===== config.mk =====
export PLATFORM = sky130hd
export DESIGN_NAME = serial_tx
export DESIGN_NICKNAME = d
export VERILOG_FILES = /design/src/rtl/serial_pkg.sv /design/src/rtl/serial_baud_gen.sv /design/src/rtl/serial_tx.sv
export SDC_FILE = /design/constraint.sdc
export NUM_CORES = 1
export LEC_CHECK = 0
export ABC_AREA = 1
export CORE_MARGIN = 2
export CORE_UTILIZATION = 54
export DETAILED_ROUTE_END_ITERATION = 6
export PLACE_DENSITY_LB_ADDON = 0.3
export RECOVER_POWER = 25
export SYNTH_ARGS = -nofsm -noshare
export SYNTH_HDL_FRONTEND = slang
export SYNTH_SLANG_ARGS = --single-unit

===== constraint.sdc =====
create_clock -name Clock -period 1.5 [get_ports Clock]
set_input_delay 0.3 -clock Clock [delete_from_list [all_inputs] [get_ports Clock]]
set_output_delay 0.3 -clock Clock [all_outputs]
set_load 0.05 [all_outputs]

===== src/rtl/serial_pkg.sv =====
// Shared types and defaults for the serial transmit slice.
// Parity support in serial_tx is selected by the SERIAL_TX_PARITY_EN macro.
package serial_pkg;

  typedef enum logic [2:0] {
    StIdle,
    StStart,
    StData,
    StParity,
    StStop
  } serial_state_e;

  localparam int unsigned SERIAL_DATA_W       = 8;
  localparam int unsigned SERIAL_CLKS_PER_BIT = 16;

  // Frame length in clocks: start + data + optional parity + stop.
  function automatic int unsigned frame_len(input int unsigned data_w,
                                            input int unsigned clks_per_bit,
                                            input bit          parity_en);
    return (data_w + 2 + (parity_en ? 1 : 0)) * clks_per_bit;
  endfunction

endpackage


===== src/rtl/serial_baud_gen.sv =====
// Bit-period counter: counts 0..CLKS_PER_BIT-1 while enabled and pulses bit_tick on the
// final count of each period.
module serial_baud_gen #(
  parameter int unsigned CLKS_PER_BIT = 16,
  localparam int unsigned CntW = $clog2(CLKS_PER_BIT)
) (
  input  logic            Clock,
  input  logic            Reset,
  input  logic            enable,
  input  logic            clear,
  output logic [CntW-1:0] count,
  output logic            bit_tick
);

  localparam logic [CntW-1:0] MaxCnt = CntW'(CLKS_PER_BIT - 1);

  logic [CntW-1:0] cnt_q, cnt_d;

  always_comb begin
    cnt_d = cnt_q;
    if (clear) begin
      cnt_d = '0;
    end else if (enable) begin
      cnt_d = (cnt_q == MaxCnt) ? '0 : cnt_q + CntW'(1);
    end
  end

  always_ff @(posedge Clock or posedge Reset) begin
    if (Reset) begin
      cnt_q <= '0;
    end else begin
      cnt_q <= cnt_d;
    end
  end

  assign count    = cnt_q;
  assign bit_tick = enable && (cnt_q == MaxCnt);

endmodule


===== src/rtl/serial_tx.sv =====
// Parallel-to-serial transmitter: start bit, LSB-first data, optional even parity, stop bit.
// Define SERIAL_TX_PARITY_EN to compile in the parity bit.
module serial_tx
  import serial_pkg::*;
#(
  parameter int unsigned DATA_W       = SERIAL_DATA_W,
  parameter int unsigned CLKS_PER_BIT = SERIAL_CLKS_PER_BIT
) (
  input  logic              Clock,
  input  logic              Reset,
  input  logic [DATA_W-1:0] Data,
  input  logic              Valid,
  output logic              Ready,
  output logic              TxOut,
  output logic              Busy,
  output logic              Done
);

  localparam int unsigned CntW = $clog2(CLKS_PER_BIT);
  localparam int unsigned BitW = $clog2(DATA_W + 1);
  localparam logic [BitW-1:0] LastBit = BitW'(DATA_W - 1);
  // Done is registered, so it is launched one count before the stop bit's final clock.
  localparam logic [CntW-1:0] DoneCnt = CntW'(CLKS_PER_BIT - 2);

  serial_state_e     state_q, state_d;
  logic [DATA_W-1:0] shift_q, shift_d;
  logic [BitW-1:0]   bit_cnt_q, bit_cnt_d;
  logic              tx_q, tx_d;
  logic              ready_q, ready_d;
  logic              busy_q;
  logic              done_q, done_d;
`ifdef SERIAL_TX_PARITY_EN
  logic              parity_q, parity_d;
`endif

  logic [CntW-1:0] baud_cnt;
  logic            bit_tick;
  logic            baud_en;

  assign baud_en = (state_q != StIdle);

  serial_baud_gen #(
    .CLKS_PER_BIT(CLKS_PER_BIT)
  ) u_baud (
    .Clock   (Clock),
    .Reset   (Reset),
    .enable  (baud_en),
    .clear   (!baud_en),
    .count   (baud_cnt),
    .bit_tick(bit_tick)
  );

  always_comb begin
    state_d   = state_q;
    shift_d   = shift_q;
    bit_cnt_d = bit_cnt_q;
    tx_d      = tx_q;
    done_d    = 1'b0;
`ifdef SERIAL_TX_PARITY_EN
    parity_d  = parity_q;
`endif
    unique case (state_q)
      StIdle: begin
        tx_d = 1'b1;
        if (Valid && ready_q) begin
          state_d   = StStart;
          shift_d   = Data;
          bit_cnt_d = '0;
          tx_d      = 1'b0;
`ifdef SERIAL_TX_PARITY_EN
          parity_d  = ^Data;
`endif
        end
      end
      StStart: begin
        if (bit_tick) begin
          state_d = StData;
          tx_d    = shift_q[0];
        end
      end
      StData: begin
        if (bit_tick) begin
          shift_d   = shift_q >> 1;
          bit_cnt_d = bit_cnt_q + BitW'(1);
          if (bit_cnt_q == LastBit) begin
`ifdef SERIAL_TX_PARITY_EN
            state_d = StParity;
            tx_d    = parity_q;
`else
            state_d = StStop;
            tx_d    = 1'b1;
`endif
          end else begin
            tx_d = shift_d[0];
          end
        end
      end
      StParity: begin
`ifdef SERIAL_TX_PARITY_EN
        if (bit_tick) begin
          state_d = StStop;
          tx_d    = 1'b1;
        end
`else
        state_d = StIdle;
`endif
      end
      StStop: begin
        done_d = (baud_cnt == DoneCnt);
        if (bit_tick) begin
          state_d   = StIdle;
          tx_d      = 1'b1;
          bit_cnt_d = '0;
        end
      end
      default: state_d = StIdle;
    endcase
    ready_d = (state_d == StIdle);
  end

  always_ff @(posedge Clock or posedge Reset) begin
    if (Reset) begin
      state_q   <= StIdle;
      shift_q   <= '0;
      bit_cnt_q <= '0;
      tx_q      <= 1'b1;
      ready_q   <= 1'b1;
      busy_q    <= 1'b0;
      done_q    <= 1'b0;
`ifdef SERIAL_TX_PARITY_EN
      parity_q  <= 1'b0;
`endif
    end else begin
      state_q   <= state_d;
      shift_q   <= shift_d;
      bit_cnt_q <= bit_cnt_d;
      tx_q      <= tx_d;
      ready_q   <= ready_d;
      busy_q    <= !ready_d;
      done_q    <= done_d;
`ifdef SERIAL_TX_PARITY_EN
      parity_q  <= parity_d;
`endif
    end
  end

  assign Ready = ready_q;
  assign Busy  = busy_q;
  assign TxOut = tx_q;
  assign Done  = done_q;

endmodule

==> results.cfg, run 1 <==
[run_status]
status = completed

[layout]
ff_latch_area_um2 = 581
layoutNonFillerInstCount = 211
postLayoutCoreUtil_pct = 70.5
diodes = 0
finish.net_count = 198
layout-drive-gt1-share_pct = 17.5
multi_input_comb_area_um2 = 567
area_growth_pct = 23.7
num-fill-cells = 164

[power]
clock_power_share_pct = 12.5
peakVddDrop_uv = 1170
total_power_density_per_cell_area_nw_per_um2 = 1490
power_frac_comb_pct = 43.9
leakagePower_nw = 0.788
power.sequential.fraction_pct = 43.6
power_switching_mw = 0.919
total_power_mw = 2.30
p_int_mw = 1.38
switching_share_pct = 40.0

[critical_path]
critPathArrivalTime_ns = 1.71
worst_ep_required_time_ns = 1.76
timing.critical_path.cells = nor2_4 > nand2_4 > o21ai_1 > inv_1 > nand2_1 > nand2_1 > nand2_1
path_delay_family = simple AND/OR/NAND/NOR gates
worstSetupStartpointType = register
cp-end-kind = register
cp_max_fo = 5
timing_worst_setup_path_type = reg2reg
critical_path.n_buffers_inverters = 1
cpPeakStageDelay_ns = 0.47
cp_slowest_cell = dfrtp_2
critical_path.most_common_cell = nand2_1

[synth]
synthesis.nets = 175
ys_seq_elements = 23
synthesis.area_um2 = 1250
avgSynthCellArea_um2 = 7.76
synth-seq-area-share_pct = 46.3
syn_inst = 161
ys_types = 22
yosysWarningCount = 0

[place]
detailed_place_hpwl_um = 1680
cell_count_post_placement = 204
place.port_buffers = 14
gpl.final_weighted_congestion = 0.844

[route]
vias_after_detailed_routing = 1071
first_pass_iters = 4
dr_wl_met3_um = 151
route.met2.wl_um = 1160
wl_um = 2410
remaining_drc_errors = 0
route.layer.met1.wl_um = 1060
via_per_inst = 5.08
dr.max_layer_used = met4
drtAntennaViolNets = 0
drt-wirelength-per-cell_um = 11.4
dr.first_iter.drc_count = 28

[global_route]
grt.total_usage_pct = 19.4
first_global_vias = 964
maximum_number_of_pins_on_one_net_before_global_route_repair = 24
antenna_found_initial = 0
wire_length_of_the_first_global_routing_pass_um = 3880
grt.overflow.total = 0

[clocking]
cts_tree = done
tritoncts_num_sinks = 23
tritoncts.num_buffers = 3
cts-root-to-sink-buffers = 2
clock_latency_ns = 0.31
cts-htree-levels = 1
clk_pin_slew_ns = 0.13
cts.root.buffer_cell = clkbuf_4

[timing]
period_needed_ns = 1.45
worst_pin_slew_ns = 0.543
fmax_mhz = 688
fin_skew_ns = 0.00786
finalHoldViolations = 0
final_max_slew_viol_count = 0
setup_viol = 0
worst_hold_slack_after_final_layout_ns = 0.503
final.period_utilization_pct = 96.9
max_slew_margin_pct = 63.8

[worst_hold_path]
holdCritPathClass = reg2reg

[floorplan]
boundaryPins = 15
die-area_um2 = 2710
die_width_um = 52.1
fp-row-count = 17
core_area_um2 = 2190
initial_core_util_pct = 57.0
die-height_um = 52.1

[run]
maxCapViolations = 0
-- cells in the mapped netlist (all sizes together) --
| master | number | share of area (%) |
|---|---|---|
| a21oi | 4 | 1.6 |
| buf | 3 | 1.9 |
| dfrtp | 21 | 42 |
| dfstp | 2 | 4.2 |
| ha | 3 | 3.0 |
| inv | 28 | 8.4 |
| nand2 | 47 | 15 |
| nand3 | 10 | 5.4 |
| nand4 | 1 | 0.50 |
| nor2 | 20 | 7.8 |
| o21ai | 20 | 8.9 |
| xor2 | 2 | 1.4 |
-- flip-flops by register name, summed over array words and instances, names as in the netlist --
signal	cells
state_q	3
TxOut	1
shift_q	8
u_baud.count	4
Ready	1
Busy	1
bit_cnt_q	4
Done	1
-- cells in the final DEF, fill, tap and decap left out, drive strengths merged --
cell	count
o21ai	20
ha	3
nand4	1
nor2	20
nand2	47
clkinv	1
xor2	2
inv	28
nand3	10
dfrtp	21
dfstp	2
a21oi	4
clkdlybuf4s50	9
clkbuf	4
buf	10
dlygate4sd3	1
-- power by group through the flow --
stage                     logic, mW  clock network (mW)  registers [mW]
final                          1.01               0.286            1.00
after global routing           1.12               0.321            1.02
after CTS                     0.920               0.298           0.989
after detailed placement      0.917                   0           0.998
after global placement        0.891                   0           0.997
after floorplan               0.509                   0            1.09
-- cell families (layout without fill, tap and decap cells) --
logic type,after synthesis,after routing,share of synthesized area [%]
flops,23,23,46.3
buf+inv,31,53,10.3
compound gates,24,24,10.5
fa+ha+maj,3,3,3.01
xor+xnor,2,2,1.40
simple gates,78,78,28.5
-- path summary, 6_finish.rpt --
| check | from | endpoint | slack [ns] | cells past startpoint |
|---|---|---|---|---|
| min in group asynchronous | Reset | shift_q[7] | 0.53 | 3 |
| worst min-delay path | TxOut | TxOut | 0.50 | 2 |
| worst max-delay path | state_q[0] | bit_cnt_q[3] | 0.05 | 7 |
| max in group asynchronous | Reset | state_q[1] | 0.58 | 3 |
| worst min register to register | TxOut | TxOut | 0.50 | 2 |
| worst max register to register | state_q[0] | bit_cnt_q[3] | 0.05 | 7 |
-- tightest hold or removal path, delay by kind of cell, from the launching register on --
kind             cells  cell delay (ns)
flip-flops           1             0.41
AND/OR/NAND/NOR      2             0.11
-- metal layers --
| layer | vias up | global-route usage (%) |
|---|---|---|
| met1 | 488 | 24.6 |
| met5 | - | 0 |
| li1 | 538 | - |
| met3 | 6 | 3.74 |
| met2 | 39 | 30.4 |
| met4 | 0 | 11.8 |
-- cell type report --
class,count,share of cell area [%]
flip-flops and latches,23,37.6
well taps,28,2.27
repair buffers,21,14.9
clock buffers,3,1.46
multi-input cells,107,36.7
inverters,28,6.80
clock inverters,1,0.324
-- through the flow --
step | TNS (ns) | cell area [um^2] | worst slack (ns)
5_1_grt | -0.272 | 1550 | -0.0780
3_3_place_gp | 0 | 1470 | 0.0292
4_1_cts | 0 | 1500 | 0.00543
3_5_place_dp | -0.0315 | 1470 | -0.0162
6_report | 0 | 1550 | 0.0459
2_1_floorplan | 0 | 1250 | 0.0739
-- what timing repair did --
item | in CTS | in global routing
hold buffers | 0 | 0
setup buffers | 0 | 3
endpoints found under the setup margin | 1 | 14
endpoints found under the hold margin | 0 | 0
pin swaps | 0 | 4
gates resized for setup | 1 | 8
(Power assumes the default switching activity.)
==> inputs of run 2 (changes only) <==
Settings changed: ABC_CLOCK_PERIOD_IN_PS from default to 1500, CORE_UTILIZATION 54 to 57, CTS_BUF_LIST from default to sky130_fd_sc_hd__clkbuf_8.
==> run 2 against run 1 <==
Against the previous run:
- maximum frequency increased by 2.8%
- sequential share of layout area fell by 0.22 points
- total power is 2.5% higher
- flip-flop and latch count did not move
- setup slack better by 0.040 ns
==> results.cfg, run 2 (synthesis gave the netlist of run 1 again) <==
[route]
route.met2.wl_um = 1240
first_pass_iters = 4
drt-wirelength-per-cell_um = 12.0
dr_wl_met3_um = 124
route.layer.met1.wl_um = 1090
remaining_drc_errors = 0
via_per_inst = 5.03
dr.max_layer_used = met4
drtAntennaViolNets = 0
dr.first_iter.drc_count = 31
vias_after_detailed_routing = 1041
wl_um = 2490

[timing]
finalHoldViolations = 0
rsz0062_at_grt = true
fin_skew_ns = 0.00424
final_max_slew_viol_count = 0
period_needed_ns = 1.41
setup_viol = 0
final.period_utilization_pct = 94.3
worst_pin_slew_ns = 0.569
worst_hold_slack_after_final_layout_ns = 0.495
max_slew_margin_pct = 62.0
fmax_mhz = 707
setup_total_negative_slack_ns = 0

[clocking]
tritoncts.num_buffers = 3
cts.root.buffer_cell = clkbuf_8
clk_pin_slew_ns = 0.08
cts-root-to-sink-buffers = 2
tritoncts_num_sinks = 23
clock_latency_ns = 0.27
cts_tree = done
cts-htree-levels = 1
postCtsHoldBufs = 0

[layout]
largest_reg_flops = 8
finish.net_count = 195
layout-drive-gt1-share_pct = 16.7
layout_common_cells = nand2_1, inv_1, dfrtp_1
non_filler_cell_area_final_um2 = 1550
regMostFlops = shift_q
area_growth_pct = 23.9
num-fill-cells = 144
layout.cells.most_common = nand2_1
diodes = 0

[critical_path]
cp_max_fo = 4
critical_path.most_common_cell = inv_1
cp_slowest_cell = dfrtp_1
worst_ep_required_time_ns = 1.66
cp-end-kind = register
worstSetupStartpointType = register
cpPeakStageDelay_ns = 0.42
critPathArrivalTime_ns = 1.58
timing.critical_path.cells = ha_4 > nand2_2 > nor2_4 > nor2_1 > a21oi_1 > inv_1 > nor2_2 > inv_1
timing_worst_setup_path_type = reg2reg

[floorplan]
boundaryPins = 15
die_width_um = 50.8
die-area_um2 = 2580
die-height_um = 50.8
core_area_um2 = 2020
fp-row-count = 16
initial_core_util_pct = 61.8

[run_status]
status = completed

[place]
gpl.final_weighted_congestion = 0.850
place.port_buffers = 14
detailed_place.area_um2 = 1470
detailed_place_hpwl_um = 1800

[global_route]
antenna_found_initial = 0
grt.total_usage_pct = 22.6
maximum_number_of_pins_on_one_net_before_global_route_repair = 24
first_global_vias = 1023
grt.overflow.total = 0
wire_length_of_the_first_global_routing_pass_um = 4370

[power]
leakagePower_nw = 0.784
total_power_mw = 2.36
total_power_density_per_cell_area_nw_per_um2 = 1520
peakVddDrop_uv = 1100

[run]
maxCapViolations = 0

[worst_hold_path]
holdCritPathClass = reg2reg
-- run 2: cell types whose count changed in the layout (fill, tap and decap cells not counted) --
cell      before  now
nand3_1        8    7
nand2_1       45   43
nand2_2        1    3
buf_4          6    3
nand3_2        1    2
dfrtp_1       19   21
clkbuf_8       0    3
dfrtp_2        2    0
clkbuf_4       3    0
-- run 2: cell type report --
cell class / count / area, um^2 / share of cell area [%]
Clock buffer: 3 / 41.3 / 2.67
Clock inverter: 1 / 5.00 / 0.323
Inverter: 28 / 105 / 6.79
Multi-Input combinational cell: 107 / 577 / 37.3
Sequential cell: 23 / 578 / 37.3
Tap cell: 27 / 33.8 / 2.18
Timing Repair Buffer: 18 / 208 / 13.4
-- run 2: power breakdown --
| group | internal (mW) | switching [mW] | total (mW) |
|---|---|---|---|
| clock network | 0.186 | 0.199 | 0.384 |
| registers | 0.845 | 0.164 | 1.01 |
| logic | 0.392 | 0.570 | 0.962 |
| total | 1.42 | 0.932 | 2.36 |
-- run 2: final timing paths --
| kind | from | endpoint | slack [ns] | depth (start not counted) |
|---|---|---|---|---|
| max | u_baud.count[0] | Busy | 0.09 | 8 |
| min | TxOut | TxOut | 0.49 | 2 |
| max reg2reg | u_baud.count[0] | Busy | 0.09 | 8 |
| min reg2reg | TxOut | TxOut | 0.49 | 2 |
| max in group asynchronous | Reset | Ready | 0.51 | 3 |
| min in group asynchronous | Reset | shift_q[6] | 0.61 | 3 |
-- run 2: timing repair --
item | 4_1_cts | 5_1_grt
setup endpoints to repair | 4 | 11
buffers inserted | 0 | 0
resized for setup | 2 | 8
pin swaps | 0 | 5
-- run 2: through the flow --
| stage | std cells | util, % | setup WS [ns] |
|---|---|---|---|
| 3_5_place_dp | 203 | 72.6 | -0.0219 |
| 4_1_cts | 207 | 75.3 | 0.0317 |
| 5_1_grt | 207 | 76.5 | -0.00562 |
| 3_3_place_gp | 203 | 72.6 | 0.0240 |
| 2_1_floorplan | 161 | - | 0.0739 |
| 6_report | 207 | 76.5 | 0.0857 |
-- run 2: critical path, delay by kind of cell, from the launching register on --
kind | cells | cell delay, ns
AND/OR/NAND/NOR | 4 | 0.43
adder cells (fa/ha/maj) | 1 | 0.18
flip-flops | 1 | 0.42
AO/OA/AOI/OAI | 1 | 0.15
buffers and inverters | 2 | 0.12
-- run 2: per-layer routing --
metal | vias up | GRT usage (%)
met2 | 34 | 39.5
li1 | 531 | -
met5 | - | 0
met3 | 4 | 4.17
met4 | 0 | 7.66
met1 | 472 | 28.1
